<file path="src/rtl/array_pool_arbiter.sv">
// Round-robin arbiter over a shared array-handle pool: LIFO free stack backed by a bump allocator.
// Define ARRAY_POOL_DOUBLE_FREE_CHECK_EN to track per-handle in-use bits and reject double frees.
module array_pool_arbiter #(
    parameter int MemoryElementWidth = 12,
    parameter int NArrays            = 8,
    parameter int NReq               = 3
) (
    input  logic                               clock_i,
    input  logic                               reset_i,
    input  logic                               flush_i,
    input  logic [NReq-1:0]                    req_valid_i,
    input  logic [NReq-1:0]                    req_free_i,
    input  logic [NReq*MemoryElementWidth-1:0] req_handle_i,
    output logic [NReq-1:0]                    req_ready_o,
    output logic [NReq-1:0]                    rsp_valid_o,
    output logic [MemoryElementWidth-1:0]      rsp_handle_o,
    output logic                               rsp_error_o,
    output logic                               size_clear_o,
    output logic [MemoryElementWidth-1:0]      size_clear_index_o,
    output logic [MemoryElementWidth-1:0]      in_use_o,
    output logic [MemoryElementWidth-1:0]      peak_o,
    output logic                               busy_o
);
    localparam int W  = MemoryElementWidth;
    localparam int PW = (NReq > 1) ? $clog2(NReq) : 1;
    localparam int AW = (NArrays > 1) ? $clog2(NArrays) : 1;
    localparam logic [W-1:0] ONE     = W'(1);
    localparam logic [W-1:0] N_LIMIT = W'(NArrays);

    typedef enum logic {IDLE, FLUSH} state_t;

    state_t          state_q;
    logic [PW-1:0]   ptr_q;
    logic [W-1:0]    allocs_q, freed_top_q, in_use_q, peak_q;
    logic [NReq-1:0] rsp_valid_q;
    logic [W-1:0]    rsp_handle_q, size_clear_index_q;
    logic            rsp_error_q, size_clear_q;
    logic [W-1:0]    freed_stack [NArrays];
`ifdef ARRAY_POOL_DOUBLE_FREE_CHECK_EN
    logic [NArrays-1:0] used_q;
`endif

    logic [PW-1:0] grant_idx;
    logic          found, grant_any, sel_free, bad_free, push;
    logic [W-1:0]  sel_handle, pop_handle, in_use_inc;

    // Scan starts one past the last winner so every requester eventually wins.
    always_comb begin
        found     = 1'b0;
        grant_idx = ptr_q;
        for (int off = 1; off <= NReq; off++) begin
            int cand;
            cand = (int'(ptr_q) + off) % NReq;
            if (!found && req_valid_i[cand]) begin
                found     = 1'b1;
                grant_idx = PW'(cand);
            end
        end
    end

    // Reset is folded in so req_ready also reads 0 while reset is held.
    assign grant_any   = found && (state_q == IDLE) && !flush_i && reset_i;
    assign req_ready_o = grant_any ? (NReq'(1) << grant_idx) : '0;
    assign sel_free    = req_free_i[grant_idx];
    assign sel_handle  = req_handle_i[grant_idx*W +: W];
    assign pop_handle  = freed_stack[AW'(freed_top_q - ONE)];
    assign in_use_inc  = in_use_q + ONE;

`ifdef ARRAY_POOL_DOUBLE_FREE_CHECK_EN
    assign bad_free = (sel_handle >= N_LIMIT) || (in_use_q == '0) || !used_q[AW'(sel_handle)];
`else
    assign bad_free = (sel_handle >= N_LIMIT) || (in_use_q == '0);
`endif
    assign push = grant_any && sel_free && !bad_free;

    // freedTop + in_use never exceeds NArrays, so a legal push always has a free slot.
    always_ff @(posedge clock_i) begin
        if (push) freed_stack[AW'(freed_top_q)] <= sel_handle;
    end

    always_ff @(posedge clock_i or negedge reset_i) begin
        if (!reset_i) begin
            state_q            <= IDLE;
            ptr_q              <= PW'(NReq - 1);
            allocs_q           <= '0;
            freed_top_q        <= '0;
            in_use_q           <= '0;
            peak_q             <= '0;
            rsp_valid_q        <= '0;
            rsp_handle_q       <= '0;
            rsp_error_q        <= 1'b0;
            size_clear_q       <= 1'b0;
            size_clear_index_q <= '0;
`ifdef ARRAY_POOL_DOUBLE_FREE_CHECK_EN
            used_q             <= '0;
`endif
        end else begin
            rsp_valid_q        <= '0;
            rsp_handle_q       <= '0;
            rsp_error_q        <= 1'b0;
            size_clear_q       <= 1'b0;
            size_clear_index_q <= '0;
            case (state_q)
                IDLE: begin
                    if (flush_i) begin
                        state_q     <= FLUSH;
                        allocs_q    <= '0;
                        freed_top_q <= '0;
                        in_use_q    <= '0;
`ifdef ARRAY_POOL_DOUBLE_FREE_CHECK_EN
                        used_q      <= '0;
`endif
                    end else if (grant_any) begin
                        ptr_q       <= grant_idx;
                        rsp_valid_q <= req_ready_o;
                        if (sel_free) begin
                            rsp_handle_q <= sel_handle;
                            if (bad_free) begin
                                rsp_error_q <= 1'b1;
                            end else begin
                                freed_top_q        <= freed_top_q + ONE;
                                in_use_q           <= in_use_q - ONE;
                                size_clear_q       <= 1'b1;
                                size_clear_index_q <= sel_handle;
`ifdef ARRAY_POOL_DOUBLE_FREE_CHECK_EN
                                used_q[AW'(sel_handle)] <= 1'b0;
`endif
                            end
                        end else if (freed_top_q != '0 || allocs_q < N_LIMIT) begin
                            logic [W-1:0] h;
                            if (freed_top_q != '0) begin
                                h = pop_handle;
                                freed_top_q <= freed_top_q - ONE;
                            end else begin
                                h = allocs_q;
                                allocs_q <= allocs_q + ONE;
                            end
                            rsp_handle_q       <= h;
                            size_clear_q       <= 1'b1;
                            size_clear_index_q <= h;
                            in_use_q           <= in_use_inc;
                            if (in_use_inc > peak_q) peak_q <= in_use_inc;
`ifdef ARRAY_POOL_DOUBLE_FREE_CHECK_EN
                            used_q[AW'(h)] <= 1'b1;
`endif
                        end else begin
                            rsp_error_q <= 1'b1;
                        end
                    end
                end
                default: state_q <= IDLE;
            endcase
        end
    end

    assign rsp_valid_o        = rsp_valid_q;
    assign rsp_handle_o       = rsp_handle_q;
    assign rsp_error_o        = rsp_error_q;
    assign size_clear_o       = size_clear_q;
    assign size_clear_index_o = size_clear_index_q;
    assign in_use_o           = in_use_q;
    assign peak_o             = peak_q;
    assign busy_o             = (state_q == FLUSH);
endmodule
</file>
<file path="config.mk">
export PLATFORM = sky130hd
export DESIGN_NAME = array_pool_arbiter
export DESIGN_NICKNAME = d
export VERILOG_FILES = /design/src/rtl/array_pool_arbiter.sv
export SDC_FILE = /design/constraint.sdc
export NUM_CORES = 1
export LEC_CHECK = 0
export ABC_AREA = 1
export CORE_MARGIN = 1.5
export CORE_UTILIZATION = 50
export DETAILED_ROUTE_END_ITERATION = 12
export PLACE_DENSITY_LB_ADDON = 0.1
export SLEW_MARGIN = 20
export SYNTH_ARGS = -nofsm -noshare
export SYNTH_HDL_FRONTEND = slang
export SYNTH_SLANG_ARGS = --single-unit
</file>
<file path="constraint.sdc">
create_clock -name clock_i -period 3.7 [get_ports clock_i]
set_input_delay 1.11 -clock clock_i [delete_from_list [all_inputs] [get_ports clock_i]]
set_output_delay 1.11 -clock clock_i [all_outputs]
set_load 0.02 [all_outputs]
</file>
* Yosys cells after proc, flatten, opt, wreduce, memory -nomap -nowiden
Memory sizes are Yosys's and may differ from the RTL's. Index checks and enable logic that the tools add are counted.
Operators by class: add/sub/neg operators 8, $mul 1, div/mod/pow operators 3, magnitude comparators 7, equality and inequality tests 3, shift operators 2, multiplexer cells 64, bitwise gates (word level) 3, reduce and logical (&&, ||, !) cells 24
Operators by type and width (count):
- $mux 12 | 27
- $lt 32x4->1 const B | 3
- $mod 32x3->32 const B | 3
- $add 12x1->12 const B | 3
- $shiftx 36x7->12 | 1
- $mux 1 | 26
- $sub 12x1->12 const B | 2
- $ge 12x4->1 const B | 1
- $gt 12x12->1 | 1
- $logic_not 12->1 | 1
- $lt 12x4->1 const B | 1
- $mux 3 | 4
- $reduce_bool 12->1 | 1
- $reduce_and 5->1 | 2
- $bmux 1 s2 | 4
- $logic_and 1x1->1 | 7
- $add 2x2->3 const B | 2
- $mux 2 | 3
- $reduce_and 6->1 | 1
- $reduce_bool 3->1 | 2
- $logic_not 1->1 | 4
- $mul 2x2->4 const B | 1
- $ne 2x2->1 const B | 2
- $reduce_and 4->1 | 1
- 8 further kinds | 12
Storage, ports and cells: bits in registers 80, bits in writable memories 96, logic and storage cells 127, memories 1
Memory list:
- freed_stack | words 8, width 12, rd ports 1, clocked after memory_dff 0, wr ports 1, line 38 | logic [W-1:0] freed_stack [NArrays];

* Longest topological paths before layout
Gate-level depths: netlist (run 1).
depth in word-level cells 21, depth in mapped cells 23, mapped depth without buffers 21

* Worst setup path after synthesis (run 1)
No wires, ideal clock.
kind in2reg, from input req_valid_i[1], to memory freed_stack[4][0] in the netlist's numbering, enable pin, library setup time 0.396 ns, arrival time 3.613 ns, required time 3.304 ns, setup slack -0.309 ns, stages on the path 15, cells stage by stage nand2_1 > nand3_2 > nand2_4 > nand3_4 > nor2_4 > inv_2 > nand2_4 > nor2_4 > nand2_1 > nand3_1 > nor2_4 > nand3_4 > nor2_2 > nand2_1 > nor3_1
Between the ends: word-level cells in the longest chain between the ends 18, elaborated cells on any way between the ends 33, classes of those cells mul (1); order compare (1); shift (1); mux (19); reduce/logical (11)
RTL lines:
- start: declaration | line 11 | input logic [NReq-1:0] req_valid_i,
- $bmux 1 s2 | line 54 | if (!found && req_valid_i[cand]) begin
- $mux 1 (not written as such) (2 in series) | line 54
- $mux 1 | line 54
- $logic_not 1->1 | line 54
- $logic_and 1x1->1 | line 54
- $mux 1 | line 54
- $logic_not 1->1 | line 54
- $logic_and 1x1->1 | line 54
- (+2 left out)
- $shiftx 36x7->12 (*) | line 65 | assign sel_handle = req_handle_i[grant_idx*W +: W];
- net sel_handle[3] | line 45 | logic [W-1:0] sel_handle, pop_handle, in_use_inc;
- $ge 12x4->1 (*) | line 72 | assign bad_free = (sel_handle >= N_LIMIT) || (in_use_q == '0);
- $logic_or 1x1->1 (*) | line 72
- $logic_not 1->1 (*) | line 74 | assign push = grant_any && sel_free && !bad_free;
- $logic_and 1x1->1 (*) | line 74
- $mux 1 (*) | line 78 | if (push) freed_stack[AW'(freed_top_q)] <= sel_handle;
- $mux 1 (not written as such) (*) | line 78
- end: declaration | line 38
Mark *: on every way through the listed nets, which the timed path passes. The rest lies on a longest branch. The select of a mux whose other input is x is not followed.

* Final worst setup path (run 1)
from input flush_i, to output req_ready_o[0]
Between the ends: word-level cells in the longest chain between the ends 4
RTL lines:
- start: declaration | line 10 | input logic flush_i,
- $logic_not 1->1 | line 62 | assign grant_any = found && (state_q == IDLE) && !flush_i && reset_i;
- $logic_and 1x1->1 (2 in series) | line 62
- $mux 3 | line 63 | assign req_ready_o = grant_any ? (NReq'(1) << grant_idx) : '0;
- end: declaration | line 14 | output logic [NReq-1:0] req_ready_o,
Every way passes these cells.

==> qor.txt, run 1 <==
buffers and inverters on the worst path -> 4
port bufs -> 101
YS warnings -> 0
WHS Endpoint -> allocs_q[8]
multiplexer share of the synthesized area -> 0.111%
Slew headroom -> 32.9%
count of final setup violators -> 0
global route hottest layer -> met2
compound-gate portion of the synthesized area -> 9.96%
Post-Synth Adder-Cell Area -> 3.18%
Max-Cap Viols -> 0
largest net degree at the start of global routing -> 57
final max-slew violation count -> 0
num rows -> 49
Worst path top cell family by delay -> buffers and inverters
unrepaired setup endpoints after global routing -> yes
sequential element share of the synthesized area -> 54.0%
top_reg_cell synth -> edfxtp_1
final hold violation count -> 0
cts hold-fix bufs -> 0
post-route ant nets -> 0
Tmin final -> 3.57 ns
total CTS buffers -> 17
Max Clock Freq -> 280 MHz
library cells used by synthesis -> 47
GRT Util Overall -> 25.4%
fillers -> 1455
xor and xnor fraction of the mapped netlist area -> 3.49%
net count of the mapped netlist -> 1041
Cells after Synth -> 973
die area -> 18900 um^2
CTS max path bufs -> 2
Worst R2R Start -> ptr_q[1]
Initial Utilization -> 50.7%
worst reg2reg path endpoint -> freed_stack[3][9]
first-pass GRT wire length -> 36.3 mm
Vias/cell -> 5.36
main combinational cell family by area after synthesis -> simple AND/OR/NAND/NOR gates
dpl cells -> 1352
most common cell after layout, fill and taps aside -> nand2_1
startpoint types -> input pin
critical path capture point type -> output pin
CP max FO -> 4
Yosys reg bits -> 176
Sink Count -> 176
number of nets in the layout -> 1219
Routed WL -> 22.8 mm
Critical Path RT -> 2.59 ns
Tightest Pin Transition -> 1.00 ns
hold path depth -> 2
CP peak stage delay -> 0.44 ns
area grow syn2layout -> 28.6%
Setup TNS Final -> 0 ns
share of cells above drive strength 1 -> 17.2%
Top-Level Pins -> 102
drt first pass iters -> 5
initial drt markers -> 430
Post-Synthesis Cell Area -> 9040 um^2
gpl congestion -> 0.889
core box area -> 17800 um^2
R2R depth -> 21
root cell of the clock tree -> clkbuf_16
H-tree depth -> 4
Post-Layout Cell Count -> 1393
antenna cells -> 0
EDFF count, synth -> 96
fin util -> 65.2%
clock transition at the registers of the reported paths -> 0.07 ns
die height -> 138 um
CTS tree -> done
Hold Crit Class -> reg -> reg
Arr. time, crit path -> 2.46 ns
Setup Skew -> 0.0114 ns
CP max stage cell -> clkdlybuf4s50_1
Simple-Gate Fraction of Synth Area -> 22.9%
gr ovfl total -> 0
DRC viols -> 0
CP Cell Sequence -> clkdlybuf4s50_1 > inv_1 > nand4_1 > buf_4 > nor2_4 > buf_6
initial antenna violation count -> 0
Worst-Skew Late Latency -> 0.44 ns
Final period util -> 96.4%
flop2flop setup slack -> 0.25 ns
commonest non-fill, non-tap cells in the layout -> 212 x nand2_1, 97 x nor2_1, 96 x edfxtp_1
DPL Wire Length -> 16.5 mm
Wirelength per Cell -> 16.4 um
ys async rst share -> 45.5%
routing usage on met2 -> 41.4%
M3 GR Usage -> 5.04%
Hold WS -> 0.496 ns
Via Count -> 7468
crit path kind -> in -> out
hold_sp -> allocs_q[8]
syn avg cell area -> 9.30 um^2
vias in the first global route -> 7204
die width -> 138 um
status -> complete, no violations
routing usage on met1 -> 33.6%
## through the flow
step,setup WS [ns],area (um^2)
detailed placement,-0.684,10900
global placement,-0.639,10900
floorplan,-0.309,9050
global route,-0.00645,11600
CTS,0.00904,11500
finish,0.132,11600
## layer usage
| layer | up-vias | share of wire (%) |
|---|---|---|
| met3 | 34 | 5.5 |
| met5 | - | 0 |
| met4 | 0 | 2.3 |
| met2 | 226 | 48 |
| li1 | 3647 | - |
| met1 | 3561 | 44 |
## state kept, by name, summed over array words and instances, names as in the netlist, 2 cells and up
signal	flops
rsp_valid_o	3
rsp_handle_o	12
ptr_q	2
freed_stack	96
allocs_q	12
freed_top_q	12
in_use_o	12
peak_o	12
size_clear_index_o	12
## tightest hold or removal path, stage by stage, from the launching register on
cell and delay, ns:
dfrtp_1 0.38, inv_1 0.05, nor2_1 0.04
## cell usage after synthesis (5+ instances only)
cell type,n,share of area (%)
nand2_4,5,0.62
nor2_2,5,0.35
nor2_4,8,1.0
a22oi_1,7,0.58
buf_6,6,0.75
nand2_2,9,0.62
inv_1,89,3.7
o22ai_1,14,0.97
inv_2,7,0.29
edfxtp_1,96,32
o21ai_1,11,0.61
xnor2_1,7,0.68
clkbuf_1,25,1.0
nor2_1,102,4.2
nand4_1,12,0.83
nor4_1,6,0.42
o21a_1,5,0.42
xor2_1,29,2.8
a21oi_1,29,1.6
o221ai_1,9,0.87
o21ai_0,47,2.6
nand2_1,218,9.0
ha_1,23,3.2
dfrtp_1,79,22
buf_2,6,0.33
nand3_1,63,3.5
a32o_1,8,0.89
nor3_1,14,0.77
## area by class of cell
type / count / area, um^2 / share of cell area [%]
tap: 229 / 287 / 2.46
clock inverter: 14 / 185 / 1.59
timing repair buffer: 199 / 1790 / 15.4
inverter: 98 / 372 / 3.19
multi-input combinational: 659 / 3690 / 31.7
clock buffer: 18 / 429 / 3.69
sequential: 176 / 4890 / 42.0
## logic make-up after synthesis
| kind of cell | Yosys count |
|---|---|
| AO/OA/AOI/OAI | 146 |
| XOR/XNOR | 36 |
| adder cells (fa/ha/maj) | 23 |
| buffers and inverters | 138 |
| flip-flops | 176 |
| multiplexers | 1 |
| AND/OR/NAND/NOR | 453 |
## how the worst max path moves through the flow
stage / startpoint / to / slack (ns) / cells after the start
after floorplan: req_valid_i[1] / freed_stack[4][0] / -0.31 / 15
after CTS: ptr_q[1] / req_ready_o[1] / 0.009 / 11
after global routing: ptr_q[1] / freed_stack[3][3] / -0.006 / 21
after detailed placement: req_valid_i[2] / req_ready_o[0] / -0.68 / 11
after global placement: req_valid_i[2] / req_ready_o[0] / -0.64 / 11
final: flush_i / req_ready_o[0] / 0.13 / 6
## what timing repair did
action	in CTS	in global routing
gates resized for setup	20	26
pin swaps	3	5
setup endpoints to repair	87	99
buffers inserted	4	5
Power of run 1 is not shown: default switching activity piles up to over one toggle a cycle in this logic, so the estimate is an artifact.
==> run 2: changes to the inputs <==
--- a/config.mk
+++ b/config.mk
@@ -6,11 +6,13 @@
 export NUM_CORES = 1
 export LEC_CHECK = 0
 export ABC_AREA = 1
+export CAP_MARGIN = 10
 export CORE_MARGIN = 1.5
 export CORE_UTILIZATION = 50
 export DETAILED_ROUTE_END_ITERATION = 12
 export PLACE_DENSITY_LB_ADDON = 0.1
-export SLEW_MARGIN = 20
+export SKIP_LAST_GASP = 1
+export SLEW_MARGIN = 25
 export SYNTH_ARGS = -nofsm -noshare
 export SYNTH_HDL_FRONTEND = slang
 export SYNTH_SLANG_ARGS = --single-unit
==> qor.txt, run 2 (synthesized netlist as in run 1, its figures left out) <==
status -> complete, no violations
Arr. time, crit path -> 2.46 ns
H-tree depth -> 4
max FFs per register -> 96
CTS tree -> done
area grow syn2layout -> 28.7%
Slew headroom -> 32.1%
Most flops, register -> freed_stack
initial drt markers -> 432
final hold violation count -> 0
CTS max path bufs -> 2
CP peak stage delay -> 0.44 ns
share of cells above drive strength 1 -> 17.1%
Tmin final -> 3.57 ns
Setup Skew -> 0.0114 ns
vias in the first global route -> 7204
post-route ant nets -> 0
number of nets in the layout -> 1219
Worst-Skew Late Latency -> 0.44 ns
clock transition at the registers of the reported paths -> 0.07 ns
Max Clock Freq -> 280 MHz
initial antenna violation count -> 0
count of final setup violators -> 0
most common cell after layout, fill and taps aside -> nand2_1
gr ovfl total -> 0
num rows -> 49
CP Cell Sequence -> clkdlybuf4s50_1 > inv_1 > nand4_1 > buf_4 > nor2_4 > buf_6
Initial Utilization -> 50.7%
Wirelength per Cell -> 16.4 um
unrepaired setup endpoints after global routing -> yes
Hold Crit Class -> reg -> reg
final max-slew violation count -> 0
crit path kind -> in -> out
die area -> 18900 um^2
gpl congestion -> 0.889
drt first pass iters -> 5
cts hold-fix bufs -> 0
Final period util -> 96.4%
dpl cells -> 1352
commonest non-fill, non-tap cells in the layout -> 212 x nand2_1, 97 x nor2_1, 96 x edfxtp_1
die width -> 138 um
DP Worst Slack -> -0.684 ns
total CTS buffers -> 17
Critical Path RT -> 2.59 ns
startpoint types -> input pin
antenna cells -> 0
hold path depth -> 2
root cell of the clock tree -> clkbuf_16
first-pass GRT wire length -> 36.3 mm
DPL Wire Length -> 16.5 mm
post-route setup slack -> 0.132 ns
Top-Level Pins -> 102
port bufs -> 101
Sink Count -> 176
Tightest Pin Transition -> 1.01 ns
largest net degree at the start of global routing -> 57
critical path capture point type -> output pin
Via Count -> 7442
die height -> 138 um
Vias/cell -> 5.34
DRC viols -> 0
R2R depth -> 21
GRT Util Overall -> 25.4%
Max-Cap Viols -> 0
Routed WL -> 22.9 mm
fillers -> 1454
core box area -> 17800 um^2
Post-Layout Cell Count -> 1393
CP max stage cell -> clkdlybuf4s50_1
CP max FO -> 4
==> run 2: final cells by class <==
type	instances	area, um^2	area share (%)
Sequential cell	176	4890	42.0
Inverter	98	372	3.19
Timing Repair Buffer	199	1800	15.4
Multi-Input combinational cell	659	3690	31.7
Clock buffer	18	429	3.69
Clock inverter	14	185	1.59
Tap cell	229	287	2.46
==> run 2: worst paths after layout <==
| path | start | endpoint | slack (ns) |
|---|---|---|---|
| min in group asynchronous | reset_i | freed_top_q[11] | 0.79 |
| min | allocs_q[8] | allocs_q[8] | 0.50 |
| min reg2reg | allocs_q[8] | allocs_q[8] | 0.50 |
| max in group asynchronous | reset_i | size_clear_index_o[10] | 1.94 |
| max reg2reg | ptr_q[1] | freed_stack[3][9] | 0.25 |
| max | flush_i | req_ready_o[0] | 0.13 |
==> run 2: stage by stage <==
step / cell area, um^2 / util, % / hold WS [ns] / TNS, ns
3_5_place_dp: 10900 / 61.0 / 0.485 / -68.88
2_1_floorplan: 9050 / - / 0.460 / -11.06
6_report: 11600 / 65.3 / 0.496 / 0
4_1_cts: 11500 / 64.7 / 0.500 / 0
3_3_place_gp: 10900 / 61.0 / 0.474 / -54.26
5_1_grt: 11600 / 65.3 / 0.515 / -0.0376
==> run 2: repair_timing <==
item	CTS	global route
endpoints found under the hold margin	0	0
gates resized for setup	20	25
setup endpoints to repair	87	99
setup buffers	4	5
pin swaps	3	5
==> run 2: metal layers <==
metal	vias up	GRT usage, %	part of all wire, %
met2	205	41.4	48
met1	3557	33.6	44
met4	0	9.65	2.3
li1	3646	-	-
met3	34	5.04	5.3
met5	-	0	0
==> run 2: critical path: cells and delay by family <==
family / cells / cell delay [ns]
buffers and inverters: 4 / 0.98
and+or+nand+nor: 2 / 0.37
Power of run 2 is left out for the same reason.
